File: config.mk
export PLATFORM = sky130hd
export DESIGN_NAME = dm_store_controller_flat
export DESIGN_NICKNAME = d
export VERILOG_FILES = /design/src/rtl/dm_store_controller_if.sv /design/src/rtl/dm_store_controller.sv /design/src/flat_wrapper.sv
export SDC_FILE = /design/constraint.sdc
export NUM_CORES = 1
export LEC_CHECK = 0
export ABC_AREA = 1
export CAP_MARGIN = 20
export CORE_MARGIN = 8
export CORE_UTILIZATION = 38
export CTS_CLUSTER_DIAMETER = 200
export CTS_CLUSTER_SIZE = 14
export DETAILED_ROUTE_END_ITERATION = 8
export PLACE_DENSITY = 0.65
export SETUP_SLACK_MARGIN = 0.05
export SLEW_MARGIN = 15
export SYNTH_ARGS = -nofsm -noshare
export SYNTH_HDL_FRONTEND = slang
export SYNTH_SLANG_ARGS = --single-unit
File: constraint.sdc
create_clock -name i_clk -period 2.9 [get_ports i_clk]
set_clock_uncertainty 0.1 [all_clocks]
set_input_delay 0.58 -clock i_clk [delete_from_list [all_inputs] [get_ports i_clk]]
set_output_delay 0.58 -clock i_clk [all_outputs]
set_load 0.005 [all_outputs]
File: src/rtl/dm_store_controller_if.sv
// rtl/dm_store_controller_if.sv - request and data-memory signal bundle for the store controller
interface dm_store_controller_if #(
  parameter int ADDR_W = 32
);
  logic              i_req;
  logic [ADDR_W-1:0] i_addr;
  logic [1:0]        i_size;
  logic [63:0]       i_wdata;
  logic              o_ready;
  logic              o_done;
  logic              o_miss_aligned_error;
  logic [ADDR_W-1:0] o_dm_addr;
  logic              o_dm_rd;
  logic [63:0]       i_dm_rdata;
  logic              o_dm_wr;
  logic [63:0]       o_dm_wdata;

  modport slave (
    input  i_req, i_addr, i_size, i_wdata, i_dm_rdata,
    output o_ready, o_done, o_miss_aligned_error, o_dm_addr, o_dm_rd, o_dm_wr, o_dm_wdata
  );

  modport master (
    output i_req, i_addr, i_size, i_wdata, i_dm_rdata,
    input  o_ready, o_done, o_miss_aligned_error, o_dm_addr, o_dm_rd, o_dm_wr, o_dm_wdata
  );
endinterface

File: src/rtl/dm_store_controller.sv
// rtl/dm_store_controller.sv - MEM-stage store path with read-modify-write for sub-doubleword stores
module dm_store_controller #(
  parameter int ADDR_W = 32
) (
  input logic                 i_clk,
  input logic                 i_rst_n,
  dm_store_controller_if.slave bus
);

  typedef enum logic [2:0] {
    S_IDLE,
    S_READ,
    S_MERGE,
    S_WRITE,
    S_ERR
  } state_t;

  state_t            r_state;
  state_t            w_next;
  logic [ADDR_W-1:0] r_addr;
  logic [1:0]        r_size;
  logic [2:0]        r_off;
  logic [63:0]       r_wdata;
  logic [63:0]       r_merged;

  logic              w_legal;
  logic [7:0]        w_mask;
  logic [63:0]       w_sized;
  logic [63:0]       w_aligned;
  logic [63:0]       w_merged;
  logic              w_ready;
  logic              w_done;
  logic              w_err;
  logic              w_rd;
  logic              w_wr;

  // Natural-alignment check of the incoming request against its own size
  always_comb begin
    w_legal = 1'b0;
    case (bus.i_size)
      2'b00:   w_legal = 1'b1;
      2'b01:   w_legal = ~bus.i_addr[0];
      2'b10:   w_legal = (bus.i_addr[1:0] == 2'b00);
      default: w_legal = (bus.i_addr[2:0] == 3'b000);
    endcase
  end

  // Byte-lane mask and lane-aligned store data for the latched request
  always_comb begin
    w_mask  = 8'hFF;
    w_sized = r_wdata;
    case (r_size)
      2'b00: begin
        w_mask  = 8'h01 << r_off;
        w_sized = {56'd0, r_wdata[7:0]};
      end
      2'b01: begin
        w_mask  = 8'h03 << r_off;
        w_sized = {48'd0, r_wdata[15:0]};
      end
      2'b10: begin
        w_mask  = 8'h0F << r_off;
        w_sized = {32'd0, r_wdata[31:0]};
      end
      default: begin
        w_mask  = 8'hFF;
        w_sized = r_wdata;
      end
    endcase
    w_aligned = w_sized << {r_off, 3'b000};
  end

  // Per-lane merge: new bytes where the mask is set, memory bytes elsewhere
  always_comb begin
    w_merged = bus.i_dm_rdata;
    for (int i = 0; i < 8; i++) begin
      if (w_mask[i]) w_merged[i*8 +: 8] = w_aligned[i*8 +: 8];
    end
  end

  // State register; reset abandons any store in flight
  always_ff @(posedge i_clk or negedge i_rst_n) begin
    if (!i_rst_n) r_state <= S_IDLE;
    else          r_state <= w_next;
  end

  // Next-state selection and the one-cycle strobes of each state
  always_comb begin
    w_next  = r_state;
    w_ready = 1'b0;
    w_done  = 1'b0;
    w_err   = 1'b0;
    w_rd    = 1'b0;
    w_wr    = 1'b0;
    case (r_state)
      S_IDLE: begin
        w_ready = 1'b1;
        if (bus.i_req) begin
          if (!w_legal)                w_next = S_ERR;
          else if (bus.i_size == 2'b11) w_next = S_WRITE;
          else                         w_next = S_READ;
        end
      end
      S_READ: begin
        w_rd   = 1'b1;
        w_next = S_MERGE;
      end
      S_MERGE: w_next = S_WRITE;
      S_WRITE: begin
        w_wr   = 1'b1;
        w_done = 1'b1;
        w_next = S_IDLE;
      end
      S_ERR: begin
        w_done = 1'b1;
        w_err  = 1'b1;
        w_next = S_IDLE;
      end
      default: w_next = S_IDLE;
    endcase
  end

  // Request latch at accept, merged-word register loaded at accept (DW) or in MERGE
  always_ff @(posedge i_clk or negedge i_rst_n) begin
    if (!i_rst_n) begin
      r_addr   <= '0;
      r_size   <= 2'b00;
      r_off    <= 3'b000;
      r_wdata  <= 64'd0;
      r_merged <= 64'd0;
    end else if (r_state == S_IDLE && bus.i_req) begin
      r_addr  <= {bus.i_addr[ADDR_W-1:3], 3'b000};
      r_size  <= bus.i_size;
      r_off   <= bus.i_addr[2:0];
      r_wdata <= bus.i_wdata;
      if (bus.i_size == 2'b11) r_merged <= bus.i_wdata;
    end else if (r_state == S_MERGE) begin
      r_merged <= w_merged;
    end
  end

  assign bus.o_ready              = w_ready;
  assign bus.o_done               = w_done;
  assign bus.o_miss_aligned_error = w_err;
  assign bus.o_dm_rd              = w_rd;
  assign bus.o_dm_wr              = w_wr;
  assign bus.o_dm_addr            = r_addr;
  assign bus.o_dm_wdata           = r_merged;

endmodule

File: src/flat_wrapper.sv
// flat-port wrapper written by rule: the top's interface ports become plain ports
module dm_store_controller_flat 
#(
  parameter int ADDR_W = 32
)
  (i_clk, i_rst_n, bus_i_req, bus_i_addr, bus_i_size, bus_i_wdata, bus_i_dm_rdata, bus_o_ready, bus_o_done, bus_o_miss_aligned_error, bus_o_dm_addr, bus_o_dm_rd, bus_o_dm_wr, bus_o_dm_wdata);
  dm_store_controller_if #(.ADDR_W(ADDR_W)) bus_i ();
  input logic i_clk;
  input logic i_rst_n;
  input wire logic [$bits(bus_i.i_req)-1:0] bus_i_req;
  input wire logic [$bits(bus_i.i_addr)-1:0] bus_i_addr;
  input wire logic [$bits(bus_i.i_size)-1:0] bus_i_size;
  input wire logic [$bits(bus_i.i_wdata)-1:0] bus_i_wdata;
  input wire logic [$bits(bus_i.i_dm_rdata)-1:0] bus_i_dm_rdata;
  output wire logic [$bits(bus_i.o_ready)-1:0] bus_o_ready;
  output wire logic [$bits(bus_i.o_done)-1:0] bus_o_done;
  output wire logic [$bits(bus_i.o_miss_aligned_error)-1:0] bus_o_miss_aligned_error;
  output wire logic [$bits(bus_i.o_dm_addr)-1:0] bus_o_dm_addr;
  output wire logic [$bits(bus_i.o_dm_rd)-1:0] bus_o_dm_rd;
  output wire logic [$bits(bus_i.o_dm_wr)-1:0] bus_o_dm_wr;
  output wire logic [$bits(bus_i.o_dm_wdata)-1:0] bus_o_dm_wdata;
  assign bus_i.i_req = bus_i_req;
  assign bus_i.i_addr = bus_i_addr;
  assign bus_i.i_size = bus_i_size;
  assign bus_i.i_wdata = bus_i_wdata;
  assign bus_i.i_dm_rdata = bus_i_dm_rdata;
  assign bus_o_ready = bus_i.o_ready;
  assign bus_o_done = bus_i.o_done;
  assign bus_o_miss_aligned_error = bus_i.o_miss_aligned_error;
  assign bus_o_dm_addr = bus_i.o_dm_addr;
  assign bus_o_dm_rd = bus_i.o_dm_rd;
  assign bus_o_dm_wr = bus_i.o_dm_wr;
  assign bus_o_dm_wdata = bus_i.o_dm_wdata;
  dm_store_controller #(.ADDR_W(ADDR_W)) u_core (.i_clk(i_clk), .i_rst_n(i_rst_n), .bus(bus_i));
endmodule
==> flow_summary.toml <==
[logic_synthesis]
synth-simple-area-share_pct = 32.9
synth_area_um2 = 9780
synth_compound_area_share_pct = 16.1
synth-seq-cells = 165
synth_xor_area_share_pct = 0
ys.warnings.count = 0
synth_fa_ha_area_share_pct = 0.512
synth_top_family_by_area = "simple AND/OR/NAND/NOR gates"
synth.area.mux_share_pct = 0
synth_cell_types = 37
ys_seq_area_share_pct = 42.2
synth_cells = 1380
synth.avg_cell_area_um2 = 7.09

[pwr]
cellLeakagePower_uw = 0.00600
powerDensity_nw_per_um2 = 1190
finalPower_uw = 15700
ir_drop_mv = 0.523

[floorplanning]
die_w_um = 176
row_count = 58
die_height_um = 176
initial_core_util_pct = 38.7
die-area_um2 = 31100
coreArea_um2 = 25300
io-pin-count = 266

[finish]
layout_commonest_cell = "nand2_1"
seqCellArea_um2 = 4130
final_nets = 1765
fin_cells = 1940
final_util_pct = 52.2
final_cell_mix = "nand2_1, clkdlybuf4s50_1, dfrtp_1"
drive_gt1_share_pct = 7.96
final_area_um2 = 13200
area_delta_synth_final_pct = 34.7
fill_cells = 2516
multi_input_area_um2 = 4860

[clock_network]
root_buffer = "clkbuf_16"
cts_tree = "done"
cts_made_buffers = 17
clock-sinks = 165
clk_pin_slew_ns = 0.07
clock_path_buffers = 2
htree_levels = 4
insertion_delay_ns = 0.44

[detailed_routing]
antenna_left = 0
first_pass_iters = 5
totalWireLength_mm = 38.1
drc = 0
vias = 10100
drt_iter0_markers = 872
routed_via_density = 5.20
wl_per_cell_um = 19.7

[sta]
hold_violations = 0
relSlewSlack_pct = 56.8
setup_viol = 0
fmax_ghz = 0.397
fin_crit_ns = 2.52
rsz0062_at_grt = "false"
period_share_pct = 86.8
tightest_slew_ns = 0.649
setup_tns_ns = 0
slew_viol_final = 0

[global_route]
overflow = 0
grt_usage_pct = 24.3
grt_pass1_vias = 10000
antenna_found_initial = 1
grt_max_degree = 91
grt_pass1_wl_mm = 59.3

[outcome]
status = "complete, no violations"

[run]
maxCapViolations = 0

[placed_design]
placedCellCount = 1906
gp_congestion = 0.948
dp_hpwl_mm = 28.7
dpl-instance-area_um2 = 12600
port_buffers = 262

[setup_path]
worstPathArrival_ns = 1.84
end_kind = "output pin"
critical_path_class = "reg -> out"
path_max_fanout = 4
startpoint_type = "flop"
crit_required_ns = 2.22

[min_path]
hold_class = "reg -> reg"
cell usage after synthesis:
master | instances | share of area, %
a211oi_1 | 1 | 0.077
a21boi_0 | 4 | 0.31
a21boi_1 | 3 | 0.23
a21oi_1 | 73 | 3.7
a21oi_2 | 44 | 3.9
a31oi_1 | 5 | 0.32
a41oi_1 | 4 | 0.36
and2_1 | 1 | 0.064
buf_1 | 4 | 0.15
buf_2 | 48 | 2.5
buf_4 | 19 | 1.5
buf_6 | 8 | 0.92
clkbuf_1 | 15 | 0.58
clkinv_1 | 1 | 0.038
clkinv_2 | 1 | 0.051
conb_1 | 1 | 0.038
dfrtp_1 | 165 | 42
ha_1 | 4 | 0.51
inv_1 | 60 | 2.3
inv_2 | 7 | 0.27
nand2_1 | 519 | 20
nand2_2 | 6 | 0.38
nand2_4 | 2 | 0.23
nand3_1 | 124 | 6.3
nand4_1 | 14 | 0.90
nor2_1 | 108 | 4.1
nor2_2 | 2 | 0.13
nor2_4 | 1 | 0.12
nor2_8 | 1 | 0.20
nor3_1 | 4 | 0.20
o211ai_1 | 20 | 1.5
o21a_2 | 1 | 0.090
o21ai_0 | 75 | 3.8
o21ai_1 | 22 | 1.1
o22ai_1 | 8 | 0.51
or2_1 | 1 | 0.064
or2_2 | 4 | 0.26
where the power goes:
part	switching (uW)	internal (uW)	total (uW)
clock	1150	1250	2400
sequential	824	3450	4270
combinational	5610	3400	9010
flip-flops by register name, indices dropped and copies added, names as in the netlist:
signal and cells:
u_core.r_wdata 64, u_core.r_state 3, u_core.bus.o_dm_addr 29, u_core.bus.o_dm_wdata 64, u_core.r_size 2, u_core.r_off 3
kinds of logic (layout without fill, tap and decap cells):
family                   after synthesis  in the layout
AND/OR/NAND/NOR                      787            787
buffers and inverters                163            390
flip-flops                           165            165
AO/OA/AOI/OAI                        260            260
other                                  1              4
adder cells (fa/ha/maj)                4              4
per-stage QoR:
stage          setup slack, ns  hold slack (ns)
6_report                 0.384            0.382
5_1_grt                  0.259            0.403
4_1_cts                  0.371            0.385
3_5_place_dp             0.482            0.364
3_3_place_gp             0.513            0.363
2_1_floorplan             1.09            0.184
path summary, 6_finish.rpt:
path | start | end | slack (ns) | cells past startpoint
hold reg to reg | u_core.bus.o_dm_addr[26] | u_core.bus.o_dm_addr[26] | 0.38 | 2
setup reg to reg | u_core.r_size[0] | u_core.bus.o_dm_wdata[41] | 0.44 | 11
setup / recovery | u_core.r_state[2] | bus_o_done | 0.38 | 4
min in group asynchronous | i_rst_n | u_core.r_wdata[58] | 0.50 | 2
hold / removal | u_core.bus.o_dm_addr[26] | u_core.bus.o_dm_addr[26] | 0.38 | 2
max in group asynchronous | i_rst_n | u_core.bus.o_dm_addr[25] | 1.54 | 3
worst max-delay path, stage by stage, from the launching register on:
cell,delay (ns)
dfrtp_1,0.44
inv_1,0.13
nand2_1,0.11
o22ai_1,0.17
clkdlybuf4s50_1,0.54
layer usage:
metal | routed length, um | share of wire [%] | vias up | global-route usage, %
met5 | 9 | 0.024 | - | 0
met2 | 17400 | 46 | 394 | 38.3
met4 | 901 | 2.4 | 2 | 7.25
li1 | - | - | 4918 | -
met1 | 16800 | 44 | 4733 | 32.6
met3 | 2990 | 7.8 | 44 | 5.66
area by class of cell:
type,instances,share of cell area (%)
Sequential cell,165,31.3
Timing Repair Buffer,289,22.0
Antenna cell,1,0.0190
Inverter,69,2.01
Multi-Input combinational cell,1054,36.8
Clock buffer,17,3.23
Tap cell,330,3.13
Clock inverter,15,1.39
what timing repair did:
action / 4_1_cts / 5_1_grt
hold buffers: 1 / 0
buffers inserted: 0 / 0
endpoints found under the hold margin: 29 / 0
gates resized for setup: 0 / 0
Power figures use the tool's default switching activity.
